`src/rtl/lcd_spi_rx.sv`:
```
// -----------------------------------------------------------------------------
// lcd_spi_rx
//   SPI slave receiver and command decoder for the display end of the serial
//   LCD link. SCLK, SS_N and MOSI are resynchronised into the clk domain. Bytes
//   are assembled MSB first, and the resulting stream is decoded into printable
//   characters and the 3-byte clear sequence ESC '[' 'j' (0x1B 0x5B 0x6A).
//   Every output is a registered strobe that goes to the character/display
//   logic.
//
// Parameters
//   SYNC_STAGES  flip-flop stages on sclk, ss_n and mosi (2..3)
//   COLS         display columns; used only by the cursor option
//
// Ports
//   clk         system clock; must run at least 8x the SCLK frequency
//   rst_n       asynchronous active-low reset
//   sclk        SPI clock, mode 0, asynchronous to clk
//   ss_n        SPI slave select, active-low, asynchronous
//   mosi        SPI data in, asynchronous
//   char_data   last received character (byte bits [6:0]); holds between strobes
//   char_valid  one-cycle strobe: char_data carries a new character
//   clear       one-cycle strobe: complete clear sequence received
//   frame_err   one-cycle strobe: partial byte at SS_N rise, or byte with bit7=1
//   seq_err     one-cycle strobe: escape sequence broken by an unexpected byte
//   cursor_pos  (LCD_RX_CURSOR_EN only) column of the next character
//
// Configuration
//   LCD_RX_CURSOR_EN  when defined, adds the cursor_pos output. The cursor
//                     advances with every char_valid, wraps from COLS-1 to 0,
//                     and is cleared together with clear.
// -----------------------------------------------------------------------------
module lcd_spi_rx #(
    parameter int SYNC_STAGES = 2,
    parameter int COLS        = 16
) (
    input  logic       clk,
    input  logic       rst_n,
    input  logic       sclk,
    input  logic       ss_n,
    input  logic       mosi,
    output logic [6:0] char_data,
    output logic       char_valid,
    output logic       clear,
    output logic       frame_err,
    output logic       seq_err
`ifdef LCD_RX_CURSOR_EN
    ,
    output logic [$clog2(COLS)-1:0] cursor_pos
`endif
);

    localparam logic [7:0] ESC_BYTE   = 8'h1B;
    localparam logic [7:0] CSI_BYTE   = 8'h5B;
    localparam logic [7:0] CLEAR_BYTE = 8'h6A;

    typedef enum logic [1:0] {
        ST_IDLE,
        ST_ESC,
        ST_CSI
    } state_t;

    // -------------------------------------------------------------------------
    // Input synchronisers. All three chains have the same depth, so the MOSI
    // value that reaches the end of its chain lines up with the SCLK rise that
    // samples it.
    // -------------------------------------------------------------------------
    logic [SYNC_STAGES-1:0] sclk_sync;
    logic [SYNC_STAGES-1:0] ss_sync;
    logic [SYNC_STAGES-1:0] mosi_sync;

    // NOTE: sequential state uses non-blocking assignments only, so every
    // register samples the values from before the clock edge.
    always_ff @(posedge clk or negedge rst_n) begin
        if (!rst_n) begin
            sclk_sync <= '0;
            ss_sync   <= '1;  // idle level: slave deselected
            mosi_sync <= '0;
        end else begin
            sclk_sync <= {sclk_sync[SYNC_STAGES-2:0], sclk};
            ss_sync   <= {ss_sync[SYNC_STAGES-2:0], ss_n};
            mosi_sync <= {mosi_sync[SYNC_STAGES-2:0], mosi};
        end
    end

    logic sclk_s;
    logic ss_s;
    logic mosi_s;

    assign sclk_s = sclk_sync[SYNC_STAGES-1];
    assign ss_s   = ss_sync[SYNC_STAGES-1];
    assign mosi_s = mosi_sync[SYNC_STAGES-1];

    // -------------------------------------------------------------------------
    // Edge detection on the synchronised signals
    // -------------------------------------------------------------------------
    logic sclk_prev;
    logic ss_prev;

    always_ff @(posedge clk or negedge rst_n) begin
        if (!rst_n) begin
            sclk_prev <= 1'b0;
            ss_prev   <= 1'b1;
        end else begin
            sclk_prev <= sclk_s;
            ss_prev   <= ss_s;
        end
    end

    logic sclk_rise;
    logic ss_fall;
    logic ss_rise;

    assign sclk_rise = sclk_s & ~sclk_prev;
    assign ss_fall   = ~ss_s & ss_prev;
    assign ss_rise   = ss_s & ~ss_prev;

    // -------------------------------------------------------------------------
    // Byte assembly. byte_stb pulses on the cycle after the 8th bit, while
    // shift_reg holds the complete byte. That byte stays stable for at least
    // 8 clk, which is the minimum time to the next SCLK rise.
    // -------------------------------------------------------------------------
    logic [2:0] bit_cnt;
    logic [7:0] shift_reg;
    logic       byte_stb;
    logic       partial_err;

    always_ff @(posedge clk or negedge rst_n) begin
        if (!rst_n) begin
            bit_cnt     <= '0;
            shift_reg   <= '0;
            byte_stb    <= 1'b0;
            partial_err <= 1'b0;
        end else begin
            byte_stb    <= 1'b0;
            partial_err <= 1'b0;
            if (ss_fall) begin
                bit_cnt <= '0;
            end else if (ss_rise) begin
                // A frame that ends mid-byte discards the bits gathered so far.
                if (bit_cnt != 3'd0) begin
                    partial_err <= 1'b1;
                end
                bit_cnt <= '0;
            end else if (!ss_s && sclk_rise) begin
                shift_reg <= {shift_reg[6:0], mosi_s};
                bit_cnt   <= bit_cnt + 3'd1;  // wraps 7 -> 0 for back-to-back bytes
                if (bit_cnt == 3'd7) begin
                    byte_stb <= 1'b1;
                end
            end
        end
    end

    // -------------------------------------------------------------------------
    // Decoder: next-state and strobe decode for the current byte
    // -------------------------------------------------------------------------
    state_t state;
    state_t next_state;
    logic   emit_char;
    logic   emit_clear;
    logic   emit_seq;
    logic   byte_bad;

    // NOTE: every signal assigned here receives a default first, so no path
    // leaves one unassigned and no latch is inferred.
    always_comb begin
        next_state = state;
        emit_char  = 1'b0;
        emit_clear = 1'b0;
        emit_seq   = 1'b0;
        byte_bad   = 1'b0;
        if (byte_stb) begin
            if (shift_reg[7]) begin
                // A non-ASCII byte is dropped and the sequence state is left alone.
                byte_bad = 1'b1;
            end else begin
                unique case (state)
                    ST_IDLE: begin
                        if (shift_reg == ESC_BYTE) begin
                            next_state = ST_ESC;
                        end else begin
                            emit_char = 1'b1;
                        end
                    end
                    ST_ESC: begin
                        if (shift_reg == CSI_BYTE) begin
                            next_state = ST_CSI;
                        end else if (shift_reg == ESC_BYTE) begin
                            emit_seq = 1'b1;  // a fresh ESC restarts the sequence
                        end else begin
                            emit_seq   = 1'b1;
                            emit_char  = 1'b1;
                            next_state = ST_IDLE;
                        end
                    end
                    ST_CSI: begin
                        if (shift_reg == CLEAR_BYTE) begin
                            emit_clear = 1'b1;
                            next_state = ST_IDLE;
                        end else if (shift_reg == ESC_BYTE) begin
                            emit_seq   = 1'b1;
                            next_state = ST_ESC;
                        end else begin
                            emit_seq   = 1'b1;
                            emit_char  = 1'b1;
                            next_state = ST_IDLE;
                        end
                    end
                    default: begin
                        next_state = ST_IDLE;
                    end
                endcase
            end
        end
    end

    // -------------------------------------------------------------------------
    // Decoder state and registered outputs
    // -------------------------------------------------------------------------
    always_ff @(posedge clk or negedge rst_n) begin
        if (!rst_n) begin
            state      <= ST_IDLE;
            char_data  <= '0;
            char_valid <= 1'b0;
            clear      <= 1'b0;
            frame_err  <= 1'b0;
            seq_err    <= 1'b0;
        end else begin
            state      <= next_state;
            char_valid <= emit_char;
            clear      <= emit_clear;
            seq_err    <= emit_seq;
            frame_err  <= byte_bad | partial_err;
            if (emit_char) begin
                char_data <= shift_reg[6:0];
            end
        end
    end

`ifdef LCD_RX_CURSOR_EN
    localparam int CURSOR_W = $clog2(COLS);
    localparam logic [CURSOR_W-1:0] CURSOR_LAST = CURSOR_W'(COLS - 1);

    // The cursor moves in the same cycle as the strobe it follows.
    always_ff @(posedge clk or negedge rst_n) begin
        if (!rst_n) begin
            cursor_pos <= '0;
        end else if (emit_clear) begin
            cursor_pos <= '0;
        end else if (emit_char) begin
            cursor_pos <= (cursor_pos == CURSOR_LAST) ? '0 : cursor_pos + 1'b1;
        end
    end
`endif

endmodule

```
`config.mk`:
```
export PLATFORM = sky130hd
export DESIGN_NAME = lcd_spi_rx
export DESIGN_NICKNAME = d
export VERILOG_FILES = /design/src/rtl/lcd_spi_rx.sv
export SDC_FILE = /design/constraint.sdc
export NUM_CORES = 1
export LEC_CHECK = 0
export ABC_AREA = 1
export CORE_MARGIN = 1
export CORE_UTILIZATION = 50
export CTS_BUF_LIST = sky130_fd_sc_hd__clkbuf_2 sky130_fd_sc_hd__clkbuf_4 sky130_fd_sc_hd__clkbuf_8
export DETAILED_ROUTE_END_ITERATION = 8
export HOLD_SLACK_MARGIN = 0.15
export PLACE_DENSITY = 0.78
export RECOVER_POWER = 100
export SYNTH_ARGS = -nofsm -noshare
export SYNTH_HDL_FRONTEND = slang
export SYNTH_SLANG_ARGS = --single-unit
```
`constraint.sdc`:
```
create_clock -name clk -period 1.5 [get_ports clk]
set_input_delay 0.3 -clock clk [delete_from_list [all_inputs] [get_ports clk]]
set_output_delay 0.3 -clock clk [all_outputs]
set_load 0.01 [all_outputs]
```
==> results.toml <==
[outcome]
status = "completed"

[place]
dp_hpwl_mm = 1.80
port_buffers = 15
place_congestion = 0.813
place_ws_ns = 0.0243

[power_and_ir_drop]
p_leak_nw = 0.902
power.density_nw_per_um2 = 1150
finalPower_mw = 2.03
vdd_drop_max_mv = 0.806

[cts]
clk_latency_ns = 0.33
cts_root_buffer = "clkbuf_4"
cts_tree = "done"
cts_inserted_buffers = 5
clk_pin_slew_ns = 0.10
clk_path_buf_depth = 2
clock_sinks = 34
htreeDepth = 2

[floorplan]
coreArea_um2 = 2760
die_w_um = 56.1
initial_core_util_pct = 53.0
fp.dieH_um = 56.1
die_area_um2 = 3150
io_pins = 16
row_count = 19

[sta]
post-route-min-period_ns = 1.43
relSlewSlack_pct = 47.4
period_share_pct = 95.5
rsz0062_at_grt = "yes"
fmax_ghz = 0.698
worst_pin_slew_ns = 0.789
setup_tns_ns = 0
fin_worst_skew_ns = 0.0156
final.setup.worst_slack_ns = 0.0678
hold_slack_ns = 0.360
slew_violations = 0
hold_viol = 0
setup_viol = 0

[critical_path]
path_class = "reg -> reg"
ff2ff_path_depth = 5
end_kind = "flip-flop"
worstSetupStartpointType = "flip-flop"
path_cells = "inv_2, ha_4, nand3_2, buf_4, o21ai_0"
cpPeakStageDelay_ns = 0.56
crit_slowest_cell = "dfstp_2"
rrSetupSlack_ns = 0.07
rr_startpoint = "ss_sync[1]$_DFF_PN1_"
rr_endpoint = "shift_reg[7]$_DFFE_PN0P_"
path_max_fanout = 8
crit_arrival_ns = 1.66
cp_data_required_time_ns = 1.72

[hold_path]
hold_class = "reg -> reg"
hold_end = "mosi_sync[1]$_DFF_PN0_"
hold_start = "mosi_sync[0]$_DFF_PN0_"
min_path_cells = 0

[cells_and_area]
fin_nets = 191
num_antenna_cells = 0
layout-drive-gt1-share_pct = 17.4
largest_reg_flops = 8
synthToLayoutAreaGrowth_pct = 20.9
layout_commonest_cell = "nand2_1"
mostFrequentLayoutCells = "nand2_1 (38), dfrtp_1 (31), inv_1 (16)"

[drt]
wirelength_mm = 2.54
drtIter0Drc = 17
routed_via_density = 5.14
drtPass1Iterations = 5
route.detailed.drc = 0
vias = 1075
ant_nets = 0
wl_per_cell_um = 12.2

[synthesis]
synth.area.top_cells = "dfrtp_1 (53%), nand2_1 (9.8%), ha_1 (7.7%), dfstp_2 (5.4%), inv_1 (4.6%)"
synth-xor-area-share_pct = 0
ys_ff_latch = 34
synth_top_family_by_area = "simple AND/OR/NAND/NOR gates"
syn-cell-area_um2 = 1460
synth_top_area_share_pct = 53.0
synth_warnings = 0
synthAdderAreaFrac_pct = 7.70
synth_area_per_cell_um2 = 9.62
yosys.area_share.simple_pct = 22.5
synth_cell_types = 19
seq_area_frac_synth_pct = 58.4
synth_top_cell_by_area = "dfrtp_1"
synth_cells = 152
syn-num-nets = 166
synth_mux_area_share_pct = 0
synth_compound_area_share_pct = 6.24

[grt]
grt_pass1_wl_mm = 4.11
grt_pass1_vias = 1011
grt_max_degree = 35
grt_usage_pct = 17.2
grt_overflow = 0
antenna_found_initial = 0

[job]
maxCapViolCount = 0
## per-stage QoR
step | std cells | utilization, % | area, um^2
CTS | 207 | 62.8 | 1730
finish | 209 | 64.1 | 1770
global placement | 199 | 60.8 | 1680
global route | 209 | 64.1 | 1770
detailed placement | 199 | 60.8 | 1680
floorplan | 152 | - | 1460
## logic make-up after synthesis
logic type      count (synthesis)
flops                          34
buf+inv                        20
fa+ha+maj                       9
simple gates                   72
compound gates                 17
## how the worst max path moves through the flow
stage	from	endpoint	cells after the start
6_report	ss_sync[1]$_DFF_PN1_	shift_reg[7]$_DFFE_PN0P_	5
5_1_grt	ss_sync[1]$_DFF_PN1_	shift_reg[7]$_DFFE_PN0P_	5
4_1_cts	clear$_DFF_PN0_	clear	1
3_5_place_dp	state[0]$_DFFE_PN0P_	char_data[3]$_DFFE_PN0P_	7
3_3_place_gp	state[0]$_DFFE_PN0P_	char_data[1]$_DFFE_PN0P_	7
2_1_floorplan	ss_sync[1]$_DFF_PN1_	shift_reg[6]$_DFFE_PN0P_	6
## what timing repair did
item,in CTS,in global routing
hold buffers,0,0
endpoints found under the setup margin,8,18
cloned,0,1
buffers inserted,0,1
gates resized for setup,8,17
pin swaps,0,1
## final cells by class
cell class | count | area (um^2)
fillers | 224 | 990
inverters | 19 | 71.3
repair buffers | 19 | 165
flip-flops and latches | 34 | 855
clock buffers | 8 | 66.3
well taps | 31 | 38.8
multi-input cells | 98 | 572
## cell usage after synthesis
cell type  number
dfstp_2         3
nor3_1          1
inv_2           1
nand2_1        38
ha_1            9
clkbuf_1        1
nand2_2         4
nor2_1         12
a21oi_2         1
nand3_1        13
o21ai_0        11
a21oi_1         4
nand3_4         1
o21bai_1        1
nand2_4         1
nand4_1         1
dfrtp_1        31
inv_1          18
nor2_4          1
## worst max-delay path: cells and delay by family (launching register included)
family          cells  cell delay (ns)
flops               1             0.56
simple gates        1             0.08
compound gates      1             0.19
fa+ha+maj           1             0.27
buf+inv             2             0.24
## metal layers
| metal | part of all wire [%] | vias to the layer above | GRT usage [%] |
|---|---|---|---|
| met3 | 4.1 | 7 | 5.35 |
| met2 | 50 | 30 | 30.3 |
| met4 | 1.6 | 0 | 8.71 |
| li1 | - | 531 | - |
| met5 | 0 | - | 0 |
| met1 | 44 | 507 | 18.5 |
## power breakdown
part           internal, mW  switching (mW)  leakage (nW)
clock                 0.267           0.281        0.0394
sequential             1.03          0.0994         0.435
combinational         0.125           0.218         0.428
Note: power is estimated with default switching activity, not from simulation.
